===== src/rtl/pong_sync_gen_if.sv =====
// Signal bundle between the Pong H/V timing chain and the decode logic it feeds.
// The master side produces the counts and strobes; the slave side supplies ce_pix.
interface pong_sync_gen_if;
    logic       ce_pix;
    logic [8:0] h;
    logic [8:0] v;
    logic       hreset;
    logic       vreset;
    logic       hblank;
    logic       vblank;
    logic       hsync_n;
    logic       vsync_n;
    logic       frame_start;

    modport master (
        input  ce_pix,
        output h, v, hreset, vreset, hblank, vblank, hsync_n, vsync_n, frame_start
    );

    modport slave (
        output ce_pix,
        input  h, v, hreset, vreset, hblank, vblank, hsync_n, vsync_n, frame_start
    );
endinterface


===== src/rtl/pong_sync_gen.sv =====
// Pong horizontal/vertical timing chain: H/V counters with registered blank, sync
// and reset strobes, advancing only on the pixel clock enable.
module pong_sync_gen #(
    parameter int H_TOTAL     = 455,
    parameter int V_TOTAL     = 262,
    parameter int HBLANK_END  = 80,
    parameter int HSYNC_START = 32,
    parameter int HSYNC_END   = 64,
    parameter int VBLANK_END  = 16,
    parameter int VSYNC_START = 4,
    parameter int VSYNC_END   = 8
) (
    input  logic            clk,
    input  logic            reset_n,
    pong_sync_gen_if.master bus
);

    localparam bit PARAMS_OK =
        (H_TOTAL >= 2) && (H_TOTAL <= 512) && (V_TOTAL >= 2) && (V_TOTAL <= 512) &&
        (HSYNC_START < HSYNC_END) && (HSYNC_END <= HBLANK_END) && (HBLANK_END <= H_TOTAL) &&
        (VSYNC_START < VSYNC_END) && (VSYNC_END <= VBLANK_END) && (VBLANK_END <= V_TOTAL);

    if (!PARAMS_OK) begin : g_param_check
        $error("pong_sync_gen: illegal timing parameters");
    end

    localparam logic [8:0] H_LAST = 9'(H_TOTAL - 1);
    localparam logic [8:0] V_LAST = 9'(V_TOTAL - 1);

    // Window bounds may equal 512, so the decodes compare in 10 bits.
    localparam logic [9:0] HBLANK_END_X  = 10'(HBLANK_END);
    localparam logic [9:0] HSYNC_START_X = 10'(HSYNC_START);
    localparam logic [9:0] HSYNC_END_X   = 10'(HSYNC_END);
    localparam logic [9:0] VBLANK_END_X  = 10'(VBLANK_END);
    localparam logic [9:0] VSYNC_START_X = 10'(VSYNC_START);
    localparam logic [9:0] VSYNC_END_X   = 10'(VSYNC_END);

    logic [8:0] r_h;
    logic [8:0] r_v;
    logic       r_hreset;
    logic       r_vreset;
    logic       r_hblank;
    logic       r_vblank;
    logic       r_hsync_n;
    logic       r_vsync_n;
    logic       r_frame_start;

    logic       w_h_last;
    logic       w_v_last;
    logic [8:0] w_h_next;
    logic [8:0] w_v_next;
    logic [9:0] w_h_next_x;
    logic [9:0] w_v_next_x;

    assign w_h_last   = (r_h == H_LAST);
    assign w_v_last   = (r_v == V_LAST);
    assign w_h_next   = w_h_last ? 9'd0 : r_h + 9'd1;
    assign w_v_next   = !w_h_last ? r_v : (w_v_last ? 9'd0 : r_v + 9'd1);
    assign w_h_next_x = {1'b0, w_h_next};
    assign w_v_next_x = {1'b0, w_v_next};

    // Strobes decode the next count so they land on the same edge as h/v.
    // NOTE: reset is sampled inside the clocked block (synchronous), and all
    // state uses non-blocking assignment so every flop sees pre-edge values.
    always_ff @(posedge clk) begin
        if (!reset_n) begin
            r_h           <= '0;
            r_v           <= '0;
            r_hreset      <= 1'b0;
            r_vreset      <= 1'b0;
            r_hblank      <= 1'b1;
            r_vblank      <= 1'b1;
            r_hsync_n     <= 1'b1;
            r_vsync_n     <= 1'b1;
            r_frame_start <= 1'b0;
        end else if (bus.ce_pix) begin
            r_h           <= w_h_next;
            r_v           <= w_v_next;
            r_hreset      <= (w_h_next == H_LAST);
            r_vreset      <= (w_h_next == H_LAST) && (w_v_next == V_LAST);
            r_hblank      <= (w_h_next_x < HBLANK_END_X);
            r_vblank      <= (w_v_next_x < VBLANK_END_X);
            r_hsync_n     <= !((w_h_next_x >= HSYNC_START_X) && (w_h_next_x < HSYNC_END_X));
            r_vsync_n     <= !((w_v_next_x >= VSYNC_START_X) && (w_v_next_x < VSYNC_END_X));
            r_frame_start <= w_h_last && w_v_last;
        end else begin
            r_frame_start <= 1'b0;
        end
    end

    assign bus.h           = r_h;
    assign bus.v           = r_v;
    assign bus.hreset      = r_hreset;
    assign bus.vreset      = r_vreset;
    assign bus.hblank      = r_hblank;
    assign bus.vblank      = r_vblank;
    assign bus.hsync_n     = r_hsync_n;
    assign bus.vsync_n     = r_vsync_n;
    assign bus.frame_start = r_frame_start;

endmodule


===== src/flat_wrapper.sv =====
// flat-port wrapper written by rule: the top's interface ports become plain ports
module pong_sync_gen_flat 
#(
    parameter int H_TOTAL     = 455,
    parameter int V_TOTAL     = 262,
    parameter int HBLANK_END  = 80,
    parameter int HSYNC_START = 32,
    parameter int HSYNC_END   = 64,
    parameter int VBLANK_END  = 16,
    parameter int VSYNC_START = 4,
    parameter int VSYNC_END   = 8
)
  (clk, reset_n, bus_ce_pix, bus_h, bus_v, bus_hreset, bus_vreset, bus_hblank, bus_vblank, bus_hsync_n, bus_vsync_n, bus_frame_start);
  pong_sync_gen_if bus_i ();
  input  logic clk;
  input  logic reset_n;
  input wire logic [$bits(bus_i.ce_pix)-1:0] bus_ce_pix;
  output wire logic [$bits(bus_i.h)-1:0] bus_h;
  output wire logic [$bits(bus_i.v)-1:0] bus_v;
  output wire logic [$bits(bus_i.hreset)-1:0] bus_hreset;
  output wire logic [$bits(bus_i.vreset)-1:0] bus_vreset;
  output wire logic [$bits(bus_i.hblank)-1:0] bus_hblank;
  output wire logic [$bits(bus_i.vblank)-1:0] bus_vblank;
  output wire logic [$bits(bus_i.hsync_n)-1:0] bus_hsync_n;
  output wire logic [$bits(bus_i.vsync_n)-1:0] bus_vsync_n;
  output wire logic [$bits(bus_i.frame_start)-1:0] bus_frame_start;
  assign bus_i.ce_pix = bus_ce_pix;
  assign bus_h = bus_i.h;
  assign bus_v = bus_i.v;
  assign bus_hreset = bus_i.hreset;
  assign bus_vreset = bus_i.vreset;
  assign bus_hblank = bus_i.hblank;
  assign bus_vblank = bus_i.vblank;
  assign bus_hsync_n = bus_i.hsync_n;
  assign bus_vsync_n = bus_i.vsync_n;
  assign bus_frame_start = bus_i.frame_start;
  pong_sync_gen #(.H_TOTAL(H_TOTAL), .V_TOTAL(V_TOTAL), .HBLANK_END(HBLANK_END), .HSYNC_START(HSYNC_START), .HSYNC_END(HSYNC_END), .VBLANK_END(VBLANK_END), .VSYNC_START(VSYNC_START), .VSYNC_END(VSYNC_END)) u_core (.clk(clk), .reset_n(reset_n), .bus(bus_i));
endmodule

===== config.mk =====
export PLATFORM = sky130hd
export DESIGN_NAME = pong_sync_gen_flat
export DESIGN_NICKNAME = d
export VERILOG_FILES = /design/src/rtl/pong_sync_gen_if.sv /design/src/rtl/pong_sync_gen.sv /design/src/flat_wrapper.sv
export SDC_FILE = /design/constraint.sdc
export NUM_CORES = 1
export LEC_CHECK = 0
export CAP_MARGIN = 20
export CELL_PAD_IN_SITES_DETAIL_PLACEMENT = 1
export CELL_PAD_IN_SITES_GLOBAL_PLACEMENT = 2
export CORE_ASPECT_RATIO = 1.75
export CORE_UTILIZATION = 28
export DETAILED_ROUTE_END_ITERATION = 16
export PLACE_DENSITY_LB_ADDON = 0.1
export SYNTH_ARGS = -nofsm -noshare
export SYNTH_HDL_FRONTEND = slang
export SYNTH_SLANG_ARGS = --single-unit

===== constraint.sdc =====
create_clock -name clk -period 2.04 [get_ports clk]
set_input_delay 0.612 -clock clk [delete_from_list [all_inputs] [get_ports clk]]
set_output_delay 0.612 -clock clk [all_outputs]
set_load 0.05 [all_outputs]

==> report_table.html, run 1 <==
<table>
<tr><th>Metric</th><th>Value</th></tr>
<tr><th colspan="2">STA</th></tr>
<tr><td>Shortest clock period the worst path allows after layout</td><td>1.99 ns</td></tr>
<tr><td>Highest clock rate</td><td>0.502 GHz</td></tr>
<tr><td>Worst clock skew</td><td>0.00653 ns</td></tr>
<tr><td>Final period util</td><td>97.7%</td></tr>
<tr><td>Transition time of the tightest slew-check pin</td><td>0.393 ns</td></tr>
<tr><td>Sum Neg Setup Slack</td><td>0 ns</td></tr>
<tr><td>Max-slew headroom</td><td>73.7%</td></tr>
<tr><td>RSZ-0062 raised after global routing</td><td>true</td></tr>
<tr><td>Final setup vio count</td><td>0</td></tr>
<tr><td>Number of pins exceeding their max-slew limit in the final report</td><td>0</td></tr>
<tr><td>Worst-case hold slack</td><td>0.517 ns</td></tr>
<tr><td>Hold Violations, Final</td><td>0</td></tr>
<tr><th colspan="2">Yosys</th></tr>
<tr><td>Post-synthesis register bit count</td><td>25</td></tr>
<tr><td>Number of library cell types mapped by synthesis</td><td>58</td></tr>
<tr><td>Most instantiated cells after synthesis</td><td>sky130_fd_sc_hd__dfxtp_1 (25), sky130_fd_sc_hd__nand2_1 (17), sky130_fd_sc_hd__nor2_1 (10)</td></tr>
<tr><td>Synth top area share</td><td>30.2%</td></tr>
<tr><td>Cells after synthesis</td><td>196</td></tr>
<tr><td>Leading post-synthesis cells by cell area</td><td>sky130_fd_sc_hd__dfxtp_1 (30%), sky130_fd_sc_hd__nand2_1 (3.9%), sky130_fd_sc_hd__xnor2_1 (3.7%)</td></tr>
<tr><td>Synthesized Nets</td><td>203</td></tr>
<tr><td>Yosys synthesis warning count</td><td>0</td></tr>
<tr><td>Proportion of register bits with asynchronous set or reset after synthesis</td><td>0%</td></tr>
<tr><td>Post-synth EDFFs</td><td>0</td></tr>
<tr><td>Post-synthesis instance area</td><td>1660 µm²</td></tr>
<tr><td>Biggest area consumer among synthesized cells</td><td>sky130_fd_sc_hd__dfxtp_1</td></tr>
<tr><td>Most repeated cell in the gate-level netlist after synthesis</td><td>sky130_fd_sc_hd__dfxtp_1</td></tr>
<tr><td>Synthesized area divided by synthesized cell count</td><td>8.45 µm²</td></tr>
<tr><td>Register area share after synthesis</td><td>30.2%</td></tr>
<tr><td>Top flip-flop cell by instance count after synthesis</td><td>sky130_fd_sc_hd__dfxtp_1</td></tr>
<tr><th colspan="2">Power and ir drop</th></tr>
<tr><td>Worst vdd rail ir drop</td><td>0.000274 V</td></tr>
<tr><td>Static Leakage</td><td>0.966 nW</td></tr>
<tr><td>Pwr/cell area</td><td>429 nW/µm²</td></tr>
<tr><td>Overall power</td><td>0.981 mW</td></tr>
<tr><th colspan="2">Finish</th></tr>
<tr><td>Antenna cells</td><td>0</td></tr>
<tr><td>Final core occ</td><td>40.6%</td></tr>
<tr><td>Net total in the final layout</td><td>253</td></tr>
<tr><td>Layout area overhead</td><td>37.8%</td></tr>
<tr><td>Filler-free cell count of the finished design</td><td>321</td></tr>
<tr><td>Fraction of final layout cells sized beyond drive strength 1</td><td>39.2%</td></tr>
<tr><th colspan="2">Setup path</th></tr>
<tr><td>Critical path capture point type</td><td>register</td></tr>
<tr><td>Category of the most critical setup path</td><td>register to register</td></tr>
<tr><td>Required time worst endpoint</td><td>2.24 ns</td></tr>
<tr><td>Peak fanout along the critical path</td><td>4</td></tr>
<tr><td>Data arrival, critical path</td><td>2.19 ns</td></tr>
<tr><td>Startpoint types</td><td>register</td></tr>
<tr><th colspan="2">Placement</th></tr>
<tr><td>Post-Place Cells</td><td>315</td></tr>
<tr><td>Placer Congestion</td><td>0.721</td></tr>
<tr><td>Number of buffers added on ports</td><td>27</td></tr>
<tr><td>Hpwl dp</td><td>4040 µm</td></tr>
<tr><th colspan="2">Route</th></tr>
<tr><td>Routed WL</td><td>5140 µm</td></tr>
<tr><td>DR iter-0 viols</td><td>48</td></tr>
<tr><td>Remaining design rule violation count</td><td>0</td></tr>
<tr><td>Routed WL per cell</td><td>16.0 µm</td></tr>
<tr><td>Drt first pass iters</td><td>3</td></tr>
<tr><td>Ratio of routed vias to standard cells</td><td>5.02</td></tr>
<tr><td>Antenna Violating Nets Remaining</td><td>0</td></tr>
<tr><td>Via count</td><td>1613</td></tr>
<tr><th colspan="2">Hold path</th></tr>
<tr><td>Worst hold path class</td><td>register to register</td></tr>
<tr><th colspan="2">Clock tree</th></tr>
<tr><td>Cell at the root of the clock tree</td><td>sky130_fd_sc_hd__clkbuf_8</td></tr>
<tr><td>CTS tree</td><td>built</td></tr>
<tr><td>H-tree levels</td><td>1</td></tr>
<tr><td>Clock Sinks</td><td>25</td></tr>
<tr><td>TritonCTS Buffers</td><td>3</td></tr>
<tr><td>Max Buffers Root-to-Sink</td><td>2</td></tr>
<tr><td>Clock insertion delay at the later pin of the skew report</td><td>0.28 ns</td></tr>
<tr><td>Clock transition at the registers of the reported paths</td><td>0.09 ns</td></tr>
<tr><th colspan="2">Die</th></tr>
<tr><td>Boundary pin count</td><td>28</td></tr>
<tr><td>Std-Cell Core Area</td><td>5630 µm²</td></tr>
<tr><td>Placement row count</td><td>36</td></tr>
<tr><td>Height of the die</td><td>104 µm</td></tr>
<tr><td>Full die area</td><td>6240 µm²</td></tr>
<tr><td>Chip width</td><td>60.1 µm</td></tr>
<tr><td>Starting density of the core</td><td>29.4%</td></tr>
<tr><th colspan="2">Global routing</th></tr>
<tr><td>Maximum number of pins on one net before global-route repair</td><td>16</td></tr>
<tr><td>Antenna violations before repair</td><td>0</td></tr>
<tr><td>Wire length of the first global-routing pass</td><td>8480 µm</td></tr>
<tr><td>Gr ovfl total</td><td>0</td></tr>
<tr><td>Via count of the first global-routing pass</td><td>1718</td></tr>
<tr><td>Aggregate global-route resource usage</td><td>17.8%</td></tr>
<tr><th colspan="2">Run status</th></tr>
<tr><td>Outcome</td><td>complete, no violations</td></tr>
<tr><th colspan="2">Run</th></tr>
<tr><td>Max-capacitance violation count</td><td>0</td></tr>
</table>
-- worst paths after layout --
check	to	cells after the start	slack, ns	start
setup / recovery	u_core.bus.vreset	10	0.05	u_core.bus.h[0]
setup reg to reg	u_core.bus.vreset	10	0.05	u_core.bus.h[0]
hold reg to reg	u_core.bus.vreset	2	0.52	u_core.bus.vreset
hold / removal	u_core.bus.vreset	2	0.52	u_core.bus.vreset
-- placed cells by master, fill, tap and decap left out, types with 3 or more instances in the layout --
master,Yosys,routed
sky130_fd_sc_hd__a21o_1,4,4
sky130_fd_sc_hd__dfxtp_2,0,10
sky130_fd_sc_hd__a21oi_1,6,5
sky130_fd_sc_hd__dfxtp_1,25,12
sky130_fd_sc_hd__dfxtp_4,0,3
sky130_fd_sc_hd__nor3b_1,4,4
sky130_fd_sc_hd__o21ai_0,9,9
sky130_fd_sc_hd__nand4_1,6,6
sky130_fd_sc_hd__nand3_1,6,6
sky130_fd_sc_hd__a21boi_0,3,3
sky130_fd_sc_hd__nand2_1,17,17
sky130_fd_sc_hd__buf_4,2,56
sky130_fd_sc_hd__and3_1,4,4
sky130_fd_sc_hd__xnor2_1,7,7
sky130_fd_sc_hd__o211a_1,4,4
sky130_fd_sc_hd__xor2_1,5,5
sky130_fd_sc_hd__and2_1,7,7
sky130_fd_sc_hd__nor3_1,7,7
sky130_fd_sc_hd__inv_1,6,5
sky130_fd_sc_hd__nor2_1,10,10
sky130_fd_sc_hd__clkbuf_8,0,3
sky130_fd_sc_hd__nor2b_1,5,5
-- where the power goes --
group | total, mW | switching (mW) | internal [mW]
Combinational | 0.159 | 0.0900 | 0.0685
Sequential | 0.507 | 0.0114 | 0.495
Clock | 0.315 | 0.177 | 0.139
Total | 0.981 | 0.278 | 0.702
-- layout make-up --
class,instances,area [µm²]
Clock buffer,3,41.3
Fill cell,684,3350
Sequential cell,25,524
Clock inverter,1,7.51
Timing Repair Buffer,60,480
Tap cell,76,95.1
Multi-Input combinational cell,150,1110
Inverter,6,22.5
-- routing by layer --
metal	wire, µm	global-route usage [%]	up-vias	share of wire (%)
met2	3010	34.6	17	59
met3	71	1.12	2	1.4
met1	2020	19.1	791	39
met4	38	4.98	0	0.74
li1	-	-	803	-
met5	0	0	-	0
-- cell families (layout without fill, tap and decap cells) --
group                      after synthesis  count (layout)  share of synthesized area (%)
AOI/OAI and AO/OA                       42              42                           19.1
adders and majority gates                4               4                           3.02
muxes                                    2               2                           1.21
DFF                                     25              25                           30.2
buffers and inverters                   21              70                           6.80
xor gates and xnor gates                12              12                           6.34
and+or+nand+nor                         90              90                           33.3
-- critical path, cell delays in order, from the launching register on --
cell and delay [ns]:
sky130_fd_sc_hd__dfxtp_4 0.39, sky130_fd_sc_hd__inv_2 0.06, sky130_fd_sc_hd__ha_4 0.15, sky130_fd_sc_hd__nor4bb_4 0.15, sky130_fd_sc_hd__buf_4 0.15, sky130_fd_sc_hd__a311oi_2 0.24, sky130_fd_sc_hd__a21oi_1 0.10, sky130_fd_sc_hd__nor4_2 0.29
sky130_fd_sc_hd__buf_4 0.16, sky130_fd_sc_hd__o21ai_1 0.07, sky130_fd_sc_hd__o31ai_2 0.16
-- metrics by stage --
stage	worst slack, ns	cell area (µm²)
final	0.0473	2280
after detailed placement	-0.144	2150
after CTS	0.00195	2210
after global placement	-0.0899	2150
after global routing	-0.0787	2280
after floorplan	-0.0432	1680
-- repair_timing --
item / 4_1_cts / 5_1_grt
setup buffers: 1 / 2
hold endpoints to repair: 0 / 0
gates resized for setup: 4 / 11
hold buffers: 0 / 0
pin swaps: 5 / 10
setup endpoints to repair: 5 / 8
Note: power is estimated with default switching activity, not from simulation.
==> run 2, diff against run 1 <==
--- a/config.mk
+++ b/config.mk
@@ -6,12 +6,10 @@
 export NUM_CORES = 1
 export LEC_CHECK = 0
 export CAP_MARGIN = 20
-export CELL_PAD_IN_SITES_DETAIL_PLACEMENT = 1
-export CELL_PAD_IN_SITES_GLOBAL_PLACEMENT = 2
 export CORE_ASPECT_RATIO = 1.75
-export CORE_UTILIZATION = 28
+export CORE_UTILIZATION = 48
 export DETAILED_ROUTE_END_ITERATION = 16
-export PLACE_DENSITY_LB_ADDON = 0.1
+export PLACE_DENSITY = 0.76
 export SYNTH_ARGS = -nofsm -noshare
 export SYNTH_HDL_FRONTEND = slang
 export SYNTH_SLANG_ARGS = --single-unit
==> report_table.html, run 2 (synthesis results as in run 1) <==
<table>
<tr><th>Metric</th><th>Value</th></tr>
<tr><th colspan="2">Clock tree</th></tr>
<tr><td>Max Buffers Root-to-Sink</td><td>2 (unchanged)</td></tr>
<tr><td>CTS tree</td><td>built</td></tr>
<tr><td>Clock Sinks</td><td>25 (unchanged)</td></tr>
<tr><td>TritonCTS Buffers</td><td>3 (unchanged)</td></tr>
<tr><td>Clock insertion delay at the later pin of the skew report</td><td>0.26 ns (-0.02 ns)</td></tr>
<tr><td>Clock transition at the registers of the reported paths</td><td>0.09 ns (about the same)</td></tr>
<tr><td>Cell at the root of the clock tree</td><td>sky130_fd_sc_hd__clkbuf_8</td></tr>
<tr><td>H-tree levels</td><td>1 (unchanged)</td></tr>
<tr><th colspan="2">Die</th></tr>
<tr><td>Full die area</td><td>3700 µm² (-41%)</td></tr>
<tr><td>Height of the die</td><td>79.7 µm (-23%)</td></tr>
<tr><td>Placement row count</td><td>27 (-25%)</td></tr>
<tr><td>Chip width</td><td>46.4 µm (-23%)</td></tr>
<tr><td>Boundary pin count</td><td>28 (unchanged)</td></tr>
<tr><td>Starting density of the core</td><td>51.6% (+22 points)</td></tr>
<tr><td>Std-Cell Core Area</td><td>3210 µm² (-43%)</td></tr>
<tr><th colspan="2">Run</th></tr>
<tr><td>Max-capacitance violation count</td><td>0 (unchanged)</td></tr>
<tr><th colspan="2">STA</th></tr>
<tr><td>Final critical-path setup slack</td><td>0.0351 ns (-0.0122 ns)</td></tr>
<tr><td>Max-slew headroom</td><td>68.8% (-5.0 points)</td></tr>
<tr><td>Number of pins exceeding their max-slew limit in the final report</td><td>0 (unchanged)</td></tr>
<tr><td>RSZ-0062 raised after global routing</td><td>true</td></tr>
<tr><td>Sum Neg Setup Slack</td><td>0 ns (unchanged)</td></tr>
<tr><td>Final period util</td><td>98.3% (+0.60 points)</td></tr>
<tr><td>Shortest clock period the worst path allows after layout</td><td>2.00 ns (+0.0122 ns)</td></tr>
<tr><td>Hold Violations, Final</td><td>0 (unchanged)</td></tr>
<tr><td>Highest clock rate</td><td>0.499 GHz (-0.61%)</td></tr>
<tr><td>Final setup vio count</td><td>0 (unchanged)</td></tr>
<tr><td>Worst clock skew</td><td>0.00394 ns (-0.00259 ns)</td></tr>
<tr><td>Transition time of the tightest slew-check pin</td><td>0.465 ns (+0.0726 ns)</td></tr>
<tr><th colspan="2">Setup path</th></tr>
<tr><td>Top Family by Delay on Critical Path</td><td>compound AO/OA/AOI/OAI gates</td></tr>
<tr><td>Worst path cell trace</td><td>buf_4 -&gt; and3b_1 -&gt; o31ai_1 -&gt; nand4b_1 -&gt; nor4_2 -&gt; buf_4 -&gt; o21ai_1 -&gt; o31ai_2</td></tr>
<tr><td>Peak fanout along the critical path</td><td>5 (+1)</td></tr>
<tr><td>Critical path capture point type</td><td>register</td></tr>
<tr><td>Data arrival, critical path</td><td>2.19 ns (about the same)</td></tr>
<tr><td>Maximum cell stage delay along the critical path</td><td>0.41 ns (+0.02 ns)</td></tr>
<tr><td>Startpoint types</td><td>register</td></tr>
<tr><td>Endpoint of the lowest-slack register-to-register path</td><td>u_core.bus.vreset</td></tr>
<tr><td>Buf/Inv on CP</td><td>2 (-1)</td></tr>
<tr><td>Startpoint of the worst-slack reg-to-reg timing path</td><td>u_core.bus.h[0]</td></tr>
<tr><td>Setup slack, reg-to-reg</td><td>0.04 ns (about the same)</td></tr>
<tr><td>Critical-path cell with the highest stage delay</td><td>sky130_fd_sc_hd__o31ai_1</td></tr>
<tr><td>Depth of the worst register-to-register path</td><td>8 (-2)</td></tr>
<tr><td>Most Frequent Cell on Critical Path</td><td>sky130_fd_sc_hd__buf_4</td></tr>
<tr><td>Required time worst endpoint</td><td>2.23 ns (about the same)</td></tr>
<tr><td>Category of the most critical setup path</td><td>register to register</td></tr>
<tr><th colspan="2">Global routing</th></tr>
<tr><td>Maximum number of pins on one net before global-route repair</td><td>16 (unchanged)</td></tr>
<tr><td>Antenna violations before repair</td><td>0 (unchanged)</td></tr>
<tr><td>Via count of the first global-routing pass</td><td>1519 (-12%)</td></tr>
<tr><td>Gr ovfl total</td><td>0 (unchanged)</td></tr>
<tr><td>Busiest layer in global routing</td><td>met2</td></tr>
<tr><td>Wire length of the first global-routing pass</td><td>6340 µm (-25%)</td></tr>
<tr><td>Met1 track utilization from global routing</td><td>23.2% (+4.1 points)</td></tr>
<tr><td>Met3 Usage GRT</td><td>2.71% (+1.6 points)</td></tr>
<tr><td>Global-route met2 utilization</td><td>40.7% (+6.1 points)</td></tr>
<tr><td>Aggregate global-route resource usage</td><td>22.7% (+4.8 points)</td></tr>
<tr><th colspan="2">Hold path</th></tr>
<tr><td>Terminating pin of the worst hold path</td><td>u_core.bus.vblank</td></tr>
<tr><td>Hold-critical path depth</td><td>2 (unchanged)</td></tr>
<tr><td>Worst hold path class</td><td>register to register</td></tr>
<tr><td>Hold path startpoint</td><td>u_core.bus.vblank</td></tr>
<tr><th colspan="2">Finish</th></tr>
<tr><td>Net total in the final layout</td><td>244 (-3.6%)</td></tr>
<tr><td>Filler-free cell count of the finished design</td><td>279 (-13%)</td></tr>
<tr><td>Layout area overhead</td><td>28.8%</td></tr>
<tr><td>Most common cell after layout, fill and taps aside</td><td>sky130_fd_sc_hd__buf_4</td></tr>
<tr><td>Fraction of final layout cells sized beyond drive strength 1</td><td>36.0% (-3.2 points)</td></tr>
<tr><td>Antenna cells</td><td>0 (unchanged)</td></tr>
<tr><td>Most frequent cells in the layout</td><td>sky130_fd_sc_hd__buf_4 (47), sky130_fd_sc_hd__nand2_1 (17), sky130_fd_sc_hd__dfxtp_1 (13)</td></tr>
<tr><th colspan="2">Power and ir drop</th></tr>
<tr><td>Pwr/cell area</td><td>441 nW/µm² (+2.6%)</td></tr>
<tr><td>Worst vdd rail ir drop</td><td>0.000370 V (+35%)</td></tr>
<tr><td>Static Leakage</td><td>0.920 nW (-4.8%)</td></tr>
<tr><th colspan="2">Placement</th></tr>
<tr><td>Number of buffers added on ports</td><td>27 (unchanged)</td></tr>
<tr><td>Placer Congestion</td><td>0.839 (+16%)</td></tr>
<tr><td>Setup WS pre-CTS</td><td>-0.0909 ns (+0.0535 ns)</td></tr>
<tr><td>Hpwl dp</td><td>3030 µm (-25%)</td></tr>
<tr><td>Post-Place Cells</td><td>271 (-14%)</td></tr>
<tr><th colspan="2">Route</th></tr>
<tr><td>Via count</td><td>1630 (+1.1%)</td></tr>
<tr><td>Antenna Violating Nets Remaining</td><td>0 (unchanged)</td></tr>
<tr><td>DR iter-0 viols</td><td>21 (-56%)</td></tr>
<tr><td>Routed WL per cell</td><td>14.4 µm (-10%)</td></tr>
<tr><td>Routed WL</td><td>4020 µm (-22%)</td></tr>
<tr><td>Drt first pass iters</td><td>5 (+2)</td></tr>
<tr><td>Ratio of routed vias to standard cells</td><td>5.84 (+16%)</td></tr>
<tr><td>Remaining design rule violation count</td><td>0 (unchanged)</td></tr>
<tr><th colspan="2">Run status</th></tr>
<tr><td>Outcome</td><td>complete, no violations</td></tr>
</table>
run 2: timing repair:
item	in CTS	in global routing
gates resized for setup	3	5
pin swaps	2	3
hold buffers	0	0
buffers inserted	1	3
setup endpoints to repair	4	7
run 2: metal layers:
metal	wire length [µm]	share of wire, %
met4	145	3.6
met5	0	0
met1	1530	38
met3	132	3.3
met2	2210	55
run 2: how the worst max path moves through the flow:
stage	from	end	depth (start not counted)	slack, ns
finish	u_core.bus.h[0]	u_core.bus.vreset	8	0.04
global route	u_core.bus.h[3]	u_core.bus.vreset	7	-0.06
CTS	u_core.bus.h[0]	u_core.bus.vreset	8	0.02
detailed placement	bus_ce_pix	u_core.bus.h[5]	5	-0.09
global placement	bus_ce_pix	u_core.bus.vsync_n	6	-0.04
floorplan	u_core.bus.h[0]	u_core.bus.vsync_n	9	-0.04
run 2: tightest hold or removal path, delay by kind of cell (launching register included):
family / cells / cell delay [ns]
DFF: 1 / 0.34
and+or+nand+nor: 2 / 0.13
run 2: final cells by class:
| cell class | instances | area (µm²) |
|---|---|---|
| multi-input cells | 150 | 1080 |
| fillers | 266 | 1080 |
| flip-flops and latches | 25 | 520 |
| repair buffers | 51 | 413 |
| well taps | 43 | 53.8 |
| clock buffers | 3 | 41.3 |
| inverters | 6 | 22.5 |
| clock inverters | 1 | 5.00 |
run 2: power by group:
| part | internal (mW) | switching [mW] |
|---|---|---|
| clock network | 0.136 | 0.155 |
| registers | 0.497 | 0.0148 |
| logic | 0.0580 | 0.0797 |
run 2: stage by stage:
step	util, %	hold slack [ns]	area (µm²)	power (mW)
3_5_place_dp	63.1	0.482	2020	0.656
5_1_grt	66.5	0.539	2130	0.981
4_1_cts	65.1	0.507	2090	0.946
6_report	66.5	0.500	2130	0.940
2_1_floorplan	-	0.604	1680	0.610
3_3_place_gp	63.1	0.481	2020	0.653
==> run 3, diff against run 2 <==
--- a/config.mk
+++ b/config.mk
@@ -5,6 +5,7 @@
 export SDC_FILE = /design/constraint.sdc
 export NUM_CORES = 1
 export LEC_CHECK = 0
+export ABC_CLOCK_PERIOD_IN_PS = 2040
 export CAP_MARGIN = 20
 export CORE_ASPECT_RATIO = 1.75
 export CORE_UTILIZATION = 48
==> results of run 3 <==
Same layout as run 2: the final DEF is identical, and so are final timing and power.
